<file path="src/rtl/imem_loader_pkg.sv">
// Shared types and constants for the serial instruction-memory loader and its UART receiver.
package imem_loader_pkg;

   localparam int DATA_BITS        = 8;
   localparam int STOP_BITS        = 1;
   localparam int DEF_CLKS_PER_BIT = 434;

   typedef enum logic [2:0] {
      S_LEN_HI = 3'd0,
      S_LEN_LO = 3'd1,
      S_DATA   = 3'd2,
      S_CHK    = 3'd3,
      S_FIN    = 3'd4
   } load_state_e;

   typedef enum logic [1:0] {
      R_IDLE  = 2'd0,
      R_START = 2'd1,
      R_DATA  = 2'd2,
      R_STOP  = 2'd3
   } rx_state_e;

endpackage

</file>
<file path="src/rtl/uart_rx.sv">
// 8N1 UART receiver: 2-flop synchronizer, mid-bit sampling, one-cycle byte_valid / frame_err pulses.
module uart_rx
   import imem_loader_pkg::*;
#(
   parameter int CLKS_PER_BIT = DEF_CLKS_PER_BIT
) (
   input  logic       clk_i,
   input  logic       rst_ni,
   input  logic       rx_i,
   output logic       byte_valid_o,
   output logic [7:0] byte_o,
   output logic       frame_err_o
);

   localparam int CNT_W = $clog2(CLKS_PER_BIT);
   localparam int BIT_W = $clog2(DATA_BITS);
   localparam logic [CNT_W-1:0] FULL = CNT_W'(CLKS_PER_BIT - 1);
   localparam logic [CNT_W-1:0] HALF = CNT_W'(CLKS_PER_BIT / 2 - 1);

   rx_state_e        state_q, state_d;
   logic [1:0]       sync_q;
   logic             prev_q;
   logic [CNT_W-1:0] cnt_q, cnt_d;
   logic [BIT_W-1:0] bit_q, bit_d;
   logic [7:0]       shift_q, shift_d;
   logic             valid_q, valid_d;
   logic             ferr_q, ferr_d;
   logic             rx_s;

   assign rx_s = sync_q[1];

   always_ff @(posedge clk_i or negedge rst_ni) begin
      if (!rst_ni) begin
         sync_q  <= 2'b11;
         prev_q  <= 1'b1;
         state_q <= R_IDLE;
         cnt_q   <= '0;
         bit_q   <= '0;
         shift_q <= '0;
         valid_q <= 1'b0;
         ferr_q  <= 1'b0;
      end else begin
         sync_q  <= {sync_q[0], rx_i};
         prev_q  <= rx_s;
         state_q <= state_d;
         cnt_q   <= cnt_d;
         bit_q   <= bit_d;
         shift_q <= shift_d;
         valid_q <= valid_d;
         ferr_q  <= ferr_d;
      end
   end

   always_comb begin
      state_d = state_q;
      cnt_d   = cnt_q;
      bit_d   = bit_q;
      shift_d = shift_q;
      valid_d = 1'b0;
      ferr_d  = 1'b0;
      case (state_q)
         R_IDLE: begin
            if (prev_q && !rx_s) begin
               state_d = R_START;
               cnt_d   = '0;
            end
         end
         R_START: begin
            // A start bit that has gone high again by mid-bit was only a glitch.
            if (cnt_q == HALF) begin
               cnt_d   = '0;
               bit_d   = '0;
               state_d = rx_s ? R_IDLE : R_DATA;
            end else begin
               cnt_d = cnt_q + 1'b1;
            end
         end
         R_DATA: begin
            if (cnt_q == FULL) begin
               cnt_d   = '0;
               shift_d = {rx_s, shift_q[7:1]};
               if (bit_q == BIT_W'(DATA_BITS - 1)) state_d = R_STOP;
               else                                bit_d   = bit_q + 1'b1;
            end else begin
               cnt_d = cnt_q + 1'b1;
            end
         end
         R_STOP: begin
            if (cnt_q == FULL) begin
               state_d = R_IDLE;
               valid_d = rx_s;
               ferr_d  = !rx_s;
            end else begin
               cnt_d = cnt_q + 1'b1;
            end
         end
         default: state_d = R_IDLE;
      endcase
   end

   assign byte_valid_o = valid_q;
   assign byte_o       = shift_q;
   assign frame_err_o  = ferr_q;

endmodule

</file>
<file path="src/rtl/imem_loader.sv">
// Serial program loader: UART frame -> 32-bit instruction-memory writes, holding the CPU in reset meanwhile.
// Optional trailing XOR checksum byte enabled by defining IMEM_LOADER_CHECKSUM_EN.
module imem_loader
   import imem_loader_pkg::*;
#(
   parameter int CLKS_PER_BIT = DEF_CLKS_PER_BIT,
   parameter int ADDR_W       = 5
) (
   input  logic              clock,
   input  logic              reset,
   input  logic              rx,
   output logic              wr_en,
   output logic [ADDR_W-1:0] wr_addr,
   output logic [31:0]       wr_data,
   output logic              cpu_hold,
   output logic              busy,
   output logic              done,
   output logic              err_frame,
   output logic              err_chk
);

   logic       rx_vld, rx_ferr;
   logic [7:0] rx_byte;

   uart_rx #(.CLKS_PER_BIT(CLKS_PER_BIT)) u_rx (
      .clk_i        (clock),
      .rst_ni       (reset),
      .rx_i         (rx),
      .byte_valid_o (rx_vld),
      .byte_o       (rx_byte),
      .frame_err_o  (rx_ferr)
   );

   load_state_e       state_q, state_d;
   logic [15:0]       len_q, len_d;
   logic [15:0]       cnt_q, cnt_d;
   logic [1:0]        bidx_q, bidx_d;
   logic [31:0]       word_q, word_d;
   logic [ADDR_W-1:0] addr_q, addr_d;
   logic              wr_en_q, wr_en_d;
   logic              busy_q, busy_d;
   logic              done_q, done_d;
   logic              err_frame_q, err_frame_d;
   logic              end_load;
`ifdef IMEM_LOADER_CHECKSUM_EN
   logic [7:0]        acc_q, acc_d;
   logic              err_chk_q, err_chk_d;
`endif

   always_ff @(posedge clock or negedge reset) begin
      if (!reset) begin
         state_q     <= S_LEN_HI;
         len_q       <= '0;
         cnt_q       <= '0;
         bidx_q      <= '0;
         word_q      <= '0;
         addr_q      <= '0;
         wr_en_q     <= 1'b0;
         busy_q      <= 1'b0;
         done_q      <= 1'b0;
         err_frame_q <= 1'b0;
`ifdef IMEM_LOADER_CHECKSUM_EN
         acc_q       <= '0;
         err_chk_q   <= 1'b0;
`endif
      end else begin
         state_q     <= state_d;
         len_q       <= len_d;
         cnt_q       <= cnt_d;
         bidx_q      <= bidx_d;
         word_q      <= word_d;
         addr_q      <= addr_d;
         wr_en_q     <= wr_en_d;
         busy_q      <= busy_d;
         done_q      <= done_d;
         err_frame_q <= err_frame_d;
`ifdef IMEM_LOADER_CHECKSUM_EN
         acc_q       <= acc_d;
         err_chk_q   <= err_chk_d;
`endif
      end
   end

   always_comb begin
      state_d     = state_q;
      len_d       = len_q;
      cnt_d       = cnt_q;
      bidx_d      = bidx_q;
      word_d      = word_q;
      addr_d      = addr_q;
      wr_en_d     = 1'b0;
      busy_d      = busy_q;
      done_d      = done_q;
      err_frame_d = err_frame_q;
      end_load    = 1'b0;
`ifdef IMEM_LOADER_CHECKSUM_EN
      acc_d       = acc_q;
      err_chk_d   = err_chk_q;
`endif
      if (rx_ferr) begin
         err_frame_d = 1'b1;
         busy_d      = 1'b0;
         state_d     = S_LEN_HI;
      end else begin
         case (state_q)
            S_LEN_HI: begin
               if (rx_vld) begin
                  len_d[15:8] = rx_byte;
                  busy_d      = 1'b1;
                  done_d      = 1'b0;
                  err_frame_d = 1'b0;
`ifdef IMEM_LOADER_CHECKSUM_EN
                  err_chk_d   = 1'b0;
`endif
                  state_d     = S_LEN_LO;
               end
            end
            S_LEN_LO: begin
               if (rx_vld) begin
                  len_d[7:0] = rx_byte;
                  cnt_d      = '0;
                  addr_d     = '0;
                  bidx_d     = '0;
`ifdef IMEM_LOADER_CHECKSUM_EN
                  acc_d      = '0;
`endif
                  if ({len_q[15:8], rx_byte} == 16'd0) end_load = 1'b1;
                  else                                 state_d  = S_DATA;
               end
            end
            S_DATA: begin
               if (rx_vld) begin
                  word_d  = {word_q[23:0], rx_byte};
                  bidx_d  = bidx_q + 2'd1;
                  wr_en_d = (bidx_q == 2'd3);
`ifdef IMEM_LOADER_CHECKSUM_EN
                  acc_d   = acc_q ^ rx_byte;
`endif
               end
               // Address and count advance in the strobe cycle itself, so the strobe sees the old address.
               if (wr_en_q) begin
                  addr_d = addr_q + ADDR_W'(1);
                  cnt_d  = cnt_q + 16'd1;
                  if (cnt_q + 16'd1 == len_q) end_load = 1'b1;
               end
            end
            S_CHK: begin
`ifdef IMEM_LOADER_CHECKSUM_EN
               if (rx_vld) begin
                  if (rx_byte == acc_q) begin
                     state_d = S_FIN;
                     done_d  = 1'b1;
                  end else begin
                     state_d   = S_LEN_HI;
                     err_chk_d = 1'b1;
                  end
                  busy_d = 1'b0;
               end
`else
               state_d = S_LEN_HI;
`endif
            end
            S_FIN:   state_d = S_LEN_HI;
            default: state_d = S_LEN_HI;
         endcase
      end
      if (end_load) begin
`ifdef IMEM_LOADER_CHECKSUM_EN
         state_d = S_CHK;
`else
         state_d = S_FIN;
         done_d  = 1'b1;
         busy_d  = 1'b0;
`endif
      end
   end

   assign wr_en     = wr_en_q;
   assign wr_addr   = addr_q;
   assign wr_data   = word_q;
   assign busy      = busy_q;
   assign cpu_hold  = busy_q;
   assign done      = done_q;
   assign err_frame = err_frame_q;
`ifdef IMEM_LOADER_CHECKSUM_EN
   assign err_chk   = err_chk_q;
`else
   assign err_chk   = 1'b0;
`endif

endmodule

</file>
<file path="config.mk">
export PLATFORM = sky130hd
export DESIGN_NAME = imem_loader
export DESIGN_NICKNAME = d
export VERILOG_FILES = /design/src/rtl/imem_loader_pkg.sv /design/src/rtl/uart_rx.sv /design/src/rtl/imem_loader.sv
export SDC_FILE = /design/constraint.sdc
export NUM_CORES = 1
export LEC_CHECK = 0
export BUFFER_PORTS_ARGS = -buffer_cell sky130_fd_sc_hd__clkbuf_2
export CORE_UTILIZATION = 42
export DETAILED_ROUTE_END_ITERATION = 12
export GPL_TIMING_DRIVEN = 0
export PLACE_DENSITY_LB_ADDON = 0.1
export SETUP_SLACK_MARGIN = 0.1
export SLEW_MARGIN = 40
export SYNTH_ARGS = -nofsm -noshare
export SYNTH_HDL_FRONTEND = slang
export SYNTH_SLANG_ARGS = --single-unit
export TNS_END_PERCENT = 5
</file>
<file path="constraint.sdc">
create_clock -name clock -period 2.9 [get_ports clock]
set_clock_uncertainty 0.05 [all_clocks]
set_input_delay 0.29 -clock clock [delete_from_list [all_inputs] [get_ports clock]]
set_output_delay 0.29 -clock clock [all_outputs]
set_load 0.005 [all_outputs]
</file>
==> results.yml, run 1 <==
run_status:
  outcome: "finished, violations left"
  violations: "DRC"
placement:
  pre_cts_slack_ns: 0.146
  placed_cell_area_um2: 5490
  io_buffers: 44
  place_hpwl_um: 7970
  gp_congestion: 0.834
sta:
  final.period_utilization_pct: 90.6
  relSlewSlack_pct: 53.9
  fmax_mhz: 380
  final.setup.worst_slack_ns: 0.272
  hold_viol_final: 0
  slew_viol_final: 0
  worst_slew_pin_slew_ns: 0.688
  min_period_ns: 2.63
  setup_viol: 0
  rsz0062_at_grt: "yes"
  hold_ws_ns: 0.309
  setup-tns-final_ns: 0
power_and_ir_drop:
  p_leak_nw: 2.89
  power.density_nw_per_um2: 497
  ir_worst_vdd_uv: 269
global_routing:
  grt_pass1_wl_um: 19000
  met3_usage_pct: 4.46
  grt_start_max_net_pins: 56
  grt_util_met2_pct: 28.5
  grt_pass1_vias: 3726
  busiest_layer: "met1"
  met1_usage_pct: 28.5
  overflow: 0
  antenna_found_initial: 0
  track_usage_pct: 19.4
yosys:
  synthCells: 513
  synthFlopType: "dfrtp_1"
  synth_nets: 524
  synth_area_um2: 5050
  yosysWarnings: 0
  synth-edff-count: 0
  synthArstFlopShare_pct: 100
  synth-seq-cells: 105
  yosysSeqAreaShare_pct: 52.1
  synth_area_per_cell_um2: 9.85
  synthDistinctLibCells: 53
floorplan:
  die_h_um: 112
  ios: 46
  die-width_um: 112
  start_util_pct: 43.7
  dieArea_um2: 12500
  rows: 39
  coreArea_um2: 11600
cts:
  clk_latency_ns: 0.35
  cts.path.max_buffers: 2
  cts_tree: "done"
  cts_setup_buffers: 0
  cts_made_buffers: 9
  path_clk_slew_ns: 0.07
  h-tree-depth: 3
  cts_sinks: 105
  clock-root-buffer: "clkbuf_16"
setup_path:
  start_kind: "register"
  crit_path_top_delay_cell: "or4b_1"
  critPathMaxFanout: 8
  path_cells: "ha_2 -> nand4_1 -> nor3_1 -> xnor2_1 -> or4b_1 -> nor4_2 -> nor2_1"
  required_ns: 3.07
  max_stage_delay_ns: 0.59
  end_kind: "register"
  worstPathArrival_ns: 2.80
  critPathKind: "reg2reg"
detailed_routing:
  first_iter_violations: 247
  num_vias: 3905
  drcViolationCount: 5
  ant_nets: 0
  wirelength_um: 11200
  vias_per_cell: 5.43
  wl_per_cell_um: 15.6
  drt-pass1-iter-count: 11
final_layout:
  finalInstanceArea_um2: 5820
  area_growth_pct: 15.1
  fin_nets: 582
  layout-drive-gt1-share_pct: 19.3
  antenna_cells: 0
job:
  max_cap_viol_count: 0
hold_path:
  hold_path_class: "reg2reg"
## path summary, 6_finish.rpt
path	startpoint	endpoint	slack, ns	depth (start not counted)
max	cnt_q[1]	state_q[1]	0.27	7
min	u_rx.sync_q[0]	u_rx.sync_q[1]	0.31	0
max reg2reg	cnt_q[1]	state_q[1]	0.27	7
min reg2reg	u_rx.sync_q[0]	u_rx.sync_q[1]	0.31	0
max in group asynchronous	reset	u_rx.sync_q[1]	1.72	3
min in group asynchronous	reset	wr_data[27]	0.42	2
## cells in the mapped netlist, drive strengths merged (2+ instances only)
cell type,instances,area [um2]
nor4b,2,17.5
nand4,14,93.8
and3b,2,17.5
buf,10,65.1
o21ai,39,195
mux2,31,349
nor2,35,131
nand3b,6,45.0
o31ai,7,52.6
and4,4,35.0
inv,13,48.8
and2,3,18.8
nor4,8,56.3
ha,8,100
o22ai,6,37.5
or3,2,12.5
nand3,12,60.1
nor3,6,30.0
nor2b,3,18.8
or4b,2,20.0
dfstp,3,78.8
xor2,8,70.1
xnor2,17,149
nand2,105,394
clkbuf,13,48.8
mux2i,3,30.0
and3,7,43.8
a31oi,4,25.0
dfrtp,102,2550
a21oi,13,65.1
or2,4,25.0
a22o,3,26.3
a21o,2,15.0
o41ai,2,17.5
a22oi,2,15.0
## per-layer routing
layer	wire length, um	vias to the layer above
met3	502	9
met1	5560	1924
met5	0	-
met4	109	0
met2	5060	71
li1	-	1901
## cells in the final DEF, fill, tap and decap left out, types with 7 or more instances in the layout
cell type and instances:
nand2_1 105, dfrtp_1 102, clkbuf_2 44, o21ai_0 38
nor2_1 34, mux2_2 31, xnor2_1 17, clkbuf_1 14
inv_1 13, nand4_1 13, a21oi_1 13, nand3_1 12
clkbuf_16 9, xor2_1 8, buf_4 7, and3_1 7
o31ai_1 7, ha_1 7
## power by group
group	internal (W)	switching [W]	leakage, nW
sequential	0.00151	0.0000512	1.44
combinational	0.0000590	0.0000828	1.30
clock	0.000668	0.000518	0.139
## worst max-delay path: cells and delay by family, from the launching register on
family	cells	cell delay, ns
xor+xnor	1	0.14
fa+ha+maj	1	0.30
flops	1	0.48
simple gates	5	1.54
## through the flow
step	utilization (%)	cells	total power (W)
after global routing	50.3	719	0.00302
after CTS	50.1	719	0.00294
final	50.3	719	0.00289
after floorplan	-	513	0.00166
after detailed placement	47.5	701	0.00173
after global placement	47.1	700	0.00172
## area by class of cell
cell class                 instances  area (um2)
buffer                            23         115
multi-input combinational        371        2270
timing repair buffer              47         277
clock buffer                      11         233
tap                              143         179
fill                            1088        5750
clock inverter                     5        56.3
sequential                       105        2630
inverter                          14        52.6
## sequential cells by signal, summed over array words and instances, names as in the netlist, 3 cells and up, named ones only
signal	flops
wr_addr	5
u_rx.bit_q	3
wr_data	32
cnt_q	16
state_q	3
u_rx.byte_o	8
len_q	16
u_rx.cnt_q	9
## logic make-up after synthesis
kind of cell / synth area share [%]
and+or+nand+nor: 20.7
muxes: 7.50
other: 0.0742
DFF: 52.1
adders and majority gates: 2.18
xor gates and xnor gates: 4.33
AOI/OAI and AO/OA: 9.88
buffers and inverters: 3.29
## what timing repair did
action                                  in CTS  in global routing
hold buffers                                 2                  0
endpoints found under the setup margin       0                 14
resized for setup                            0                  4
endpoints found under the hold margin       51                  0
Note: power is estimated with default switching activity, not from simulation.
==> run 2: changes to the inputs <==
--- a/config.mk
+++ b/config.mk
@@ -6,6 +6,7 @@
 export NUM_CORES = 1
 export LEC_CHECK = 0
 export BUFFER_PORTS_ARGS = -buffer_cell sky130_fd_sc_hd__clkbuf_2
+export CORE_ASPECT_RATIO = 0.7
 export CORE_UTILIZATION = 42
 export DETAILED_ROUTE_END_ITERATION = 12
 export GPL_TIMING_DRIVEN = 0
==> run 2 against run 1 <==
Net effect: the flow now finishes without violations; global-route usage is 0.59 points higher; non-clock buffer count unchanged; fmax is 0.83% lower; register-to-register slack got worse by 0.02 ns; worst hold slack got worse by 0.0018 ns; critical path depth rose by 1; sequential power about the same; clock power increased by 13%; combinational power is essentially flat; sequential cell count is the same; utilization decreased by 0.18 points; largest power group unchanged; highest routed layer unchanged.
==> results.yml, run 2 (synthesis results as in run 1) <==
sta:
  slew_viol_final: 0
  hold_viol_final: 0
  fmax_mhz: 377
  worst_slew_pin_slew_ns: 0.687
  relSlewSlack_pct: 53.8
  final.period_utilization_pct: 91.4
  setup_viol: 0
  min_period_ns: 2.65
  rsz0062_at_grt: "no"
cts:
  cts_setup_buffers: 0
  clock-root-buffer: "clkbuf_16"
  clk_latency_ns: 0.34
  path_clk_slew_ns: 0.07
  h-tree-depth: 3
  cts_tree: "done"
  cts.path.max_buffers: 2
  cts_made_buffers: 9
  cts_sinks: 105
floorplan:
  die-width_um: 133
  coreArea_um2: 11700
  rows: 33
  start_util_pct: 43.1
  dieArea_um2: 12500
  ios: 46
  die_h_um: 93.8
detailed_routing:
  first_iter_violations: 204
  drt-pass1-iter-count: 4
  num_vias: 3896
  wirelength_um: 11600
  drcViolationCount: 0
  ant_nets: 0
  vias_per_cell: 5.32
  wl_per_cell_um: 15.9
setup_path:
  critPathMaxFanout: 8
  worstPathArrival_ns: 2.86
  max_stage_delay_ns: 0.53
  end_kind: "register"
  crit_path_top_delay_cell: "or4b_1"
  ff2ff_path_depth: 8
  path_cells: "ha_2 -> and4_1 -> clkbuf_1 -> a21oi_1 -> a211oi_1 -> or4b_1 -> or2_1 -> o21ai_1"
  start_kind: "register"
  regToRegEndpoint: "done"
  required_ns: 3.11
  rr_startpoint: "cnt_q[1]"
  regToRegSetupSlack_ns: 0.25
  critPathKind: "reg2reg"
global_routing:
  met3_usage_pct: 4.69
  grt_util_met2_pct: 28.5
  busiest_layer: "met1"
  grt_pass1_vias: 3688
  antenna_found_initial: 0
  track_usage_pct: 20.0
  met1_usage_pct: 29.8
  grt_pass1_wl_um: 19300
  overflow: 0
  grt_start_max_net_pins: 69
placement:
  gp_congestion: 0.918
  placed_cell_area_um2: 5510
  place_hpwl_um: 8290
  io_buffers: 44
  place_inst: 715
final_layout:
  fin_util_pct: 50.1
  antenna_cells: 0
  area_growth_pct: 16.3
  final-instance-count-excl-fill: 733
  layout-drive-gt1-share_pct: 19.4
  fin_nets: 582
  final_cell_mix: "nand2_1 (105), dfrtp_1 (101), clkbuf_2 (43)"
  largest_register_ff_count: 32
  finalInstanceArea_um2: 5880
  final_common_cell: "nand2_1"
power_and_ir_drop:
  ir_worst_vdd_uv: 307
  p_leak_nw: 2.90
  power.density_nw_per_um2: 517
job:
  max_cap_viol_count: 0
hold_path:
  hold_path_end: "u_rx.sync_q[1]"
  hold_path_class: "reg2reg"
  hold_depth: 0
  min_from: "u_rx.sync_q[0]"
run_status:
  outcome: "finished clean"
run 2: worst max-delay path by stage:
stage	startpoint	to	slack, ns
floorplan	cnt_q[1]	busy	0.58
global placement	cnt_q[1]	busy	-0.02
detailed placement	cnt_q[1]	busy	-0.004
CTS	cnt_q[1]	state_q[1]	0.12
global route	cnt_q[1]	state_q[1]	0.12
finish	cnt_q[1]	done	0.25
run 2: per-layer routing:
metal	routed length [um]	up-vias
met4	150	0
met3	514	14
li1	-	1901
met1	6140	1908
met5	0	-
met2	4820	73
run 2: layout make-up:
class / instances / area [um2]
multi-input combinational: 371 / 2280
sequential: 105 / 2630
clock buffer: 10 / 239
fill: 1106 / 5850
timing repair buffer: 47 / 277
clock inverter: 6 / 90.1
buffer: 23 / 114
tap: 157 / 196
inverter: 14 / 52.6
run 2: power breakdown:
part | internal, W | total (W) | switching [W]
clock | 0.000784 | 0.00134 | 0.000554
sequential | 0.00151 | 0.00156 | 0.0000533
combinational | 0.0000584 | 0.000140 | 0.0000815
total | 0.00235 | 0.00304 | 0.000689
run 2: per-stage QoR:
| stage | setup WS [ns] | hold WS, ns | power (W) | TNS, ns |
|---|---|---|---|---|
| after floorplan | 0.583 | -0.0556 | 0.00166 | 0 |
| after global routing | 0.125 | 0.309 | 0.00317 | 0 |
| after detailed placement | -0.00351 | 0.180 | 0.00173 | -0.00696 |
| final | 0.250 | 0.307 | 0.00304 | 0 |
| after global placement | -0.0249 | 0.296 | 0.00172 | -0.0475 |
| after CTS | 0.124 | 0.309 | 0.00309 | 0 |
run 2: critical path, delay by kind of cell (launching register included):
kind	cells	cell delay [ns]
buf+inv	1	0.25
simple gates	3	1.00
compound gates	3	0.54
fa+ha+maj	1	0.27
flops	1	0.45
run 2: timing repair:
item,in CTS,in global routing
setup endpoints to repair,2,4
gates cloned,0,0
hold endpoints to repair,38,0
hold buffers,2,0
resized for setup,1,3
==> run 3: changes to the inputs <==
--- a/config.mk
+++ b/config.mk
@@ -16,4 +16,4 @@
 export SYNTH_ARGS = -nofsm -noshare
 export SYNTH_HDL_FRONTEND = slang
 export SYNTH_SLANG_ARGS = --single-unit
-export TNS_END_PERCENT = 5
+export TNS_END_PERCENT = 10
==> constraint.sdc (replaced) <==
create_clock -name clock -period 2.9 [get_ports clock]
set_clock_uncertainty 0.05 [all_clocks]
set_input_delay 0.435 -clock clock [delete_from_list [all_inputs] [get_ports clock]]
set_output_delay 0.435 -clock clock [all_outputs]
set_load 0.005 [all_outputs]
==> run 3 against run 2 <==
Net effect: fmax decreased by 0.11%; worst hold slack worse by 0.19 ns; critical path depth did not move; combinational power about the same; power about the same; sequential power about the same; first-iteration DRC count grew 11%; sequential cell count stayed put; largest cell class unchanged.
==> results.yml, run 3 (synthesis results as in run 1) <==
final_layout:
  final_cell_mix: "nand2_1 (105), dfrtp_1 (101), clkbuf_2 (43)"
  regArea_um2: 2630
  fin_util_pct: 50.0
  fillers: 1107
  multi_input_area_um2: 2280
  area_growth_pct: 16.1
  fin_nets: 581
  final-instance-count-excl-fill: 732
  largest_register_ff_count: 32
  layout-drive-gt1-share_pct: 19.5
  final_common_cell: "nand2_1"
  antenna_cells: 0
detailed_routing:
  num_vias: 3894
  wl_per_cell_um: 15.9
  ant_nets: 0
  vias_per_cell: 5.32
  wirelength_um: 11700
  drcViolationCount: 0
  drt-pass1-iter-count: 4
  first_iter_violations: 226
placement:
  gp_congestion: 0.918
  pre_cts_slack_ns: -0.00351
  place_hpwl_um: 8290
  io_buffers: 44
  place_inst: 715
sta:
  fmax_mhz: 377
  rsz0062_at_grt: "no"
  setup_viol: 0
  worst_slew_pin_slew_ns: 0.708
  slew_viol_final: 0
  relSlewSlack_pct: 52.3
  final.setup.worst_slack_ns: 0.247
  final.period_utilization_pct: 91.5
  min_period_ns: 2.65
  hold_viol_final: 0
global_routing:
  grt_pass1_vias: 3688
  track_usage_pct: 20.0
  grt_pass1_wl_um: 19300
  overflow: 0
  antenna_found_initial: 0
  grt_start_max_net_pins: 69
cts:
  h-tree-depth: 3
  cts_tree: "done"
  path_clk_slew_ns: 0.07
  clock-root-buffer: "clkbuf_16"
  cts.path.max_buffers: 2
  clk_latency_ns: 0.34
  cts_made_buffers: 9
  cts_sinks: 105
floorplan:
  die_h_um: 93.8
  rows: 33
  dieArea_um2: 12500
  start_util_pct: 43.1
  die-width_um: 133
  ios: 46
  coreArea_um2: 11700
job:
  max_cap_viol_count: 0
setup_path:
  end_kind: "register"
  critPathMaxFanout: 8
  regToRegSetupSlack_ns: 0.25
  start_kind: "register"
  critPathKind: "reg2reg"
  required_ns: 3.11
  worstPathArrival_ns: 2.87
power_and_ir_drop:
  power.density_nw_per_um2: 518
  p_leak_nw: 2.90
  ir_worst_vdd_uv: 309
run_status:
  outcome: "finished clean"
hold_path:
  hold_path_class: "in2reg"
run 3: area by class of cell:
cell class / instances / area share (%)
flip-flops and latches: 105 / 44.9
inverters: 14 / 0.896
plain buffers: 23 / 1.94
clock inverters: 6 / 1.54
multi-input cells: 371 / 38.8
repair buffers: 46 / 4.54
clock buffers: 10 / 4.07
well taps: 157 / 3.35
run 3: per-stage QoR:
stage	total power, W	hold WS, ns	setup TNS (ns)	area, um2
floorplan	0.00166	0.0894	0	5050
global placement	0.00172	0.296	-12.02	5470
detailed placement	0.00173	0.298	-0.00696	5510
CTS	0.00308	0.104	0	5850
global route	0.00316	0.104	0	5870
finish	0.00304	0.119	0	5870
run 3: worst max-delay path: stages (launching register included):
cell and delay, ns:
dfrtp_2 0.45, ha_2 0.27, and4_1 0.19, clkbuf_1 0.25, a21oi_1 0.11, a211oi_1 0.27
or4b_1 0.53, or2_1 0.28, o21ai_1 0.17
run 3: worst paths after layout:
path,from,end,depth (start not counted)
min reg2reg,u_rx.sync_q[0],u_rx.sync_q[1],0
max,cnt_q[1],done,8
max in group asynchronous,reset,u_rx.sync_q[1],3
min,rx,u_rx.sync_q[0],1
max reg2reg,cnt_q[1],done,8
min in group asynchronous,reset,wr_data[24],2
run 3: power breakdown:
part	switching [W]	internal [W]	total (W)
Sequential	0.0000536	0.00151	0.00156
Combinational	0.0000814	0.0000575	0.000139
Clock	0.000554	0.000784	0.00134
Total	0.000689	0.00235	0.00304
run 3: layer usage:
metal | vias up | global-route usage, % | part of all wire [%]
met5 | - | 0 | 0
met4 | 0 | 6.06 | 1.3
met3 | 13 | 4.69 | 4.7
met2 | 81 | 28.5 | 42
met1 | 1900 | 29.8 | 52
li1 | 1900 | - | -
run 3: repair_timing:
item                       in CTS  in global routing
setup endpoints to repair       2                  4
buffers inserted                0                  0
hold endpoints to repair       37                  0
hold buffers                    1                  0
pin swaps                       0                  0
resized for setup               1                  3
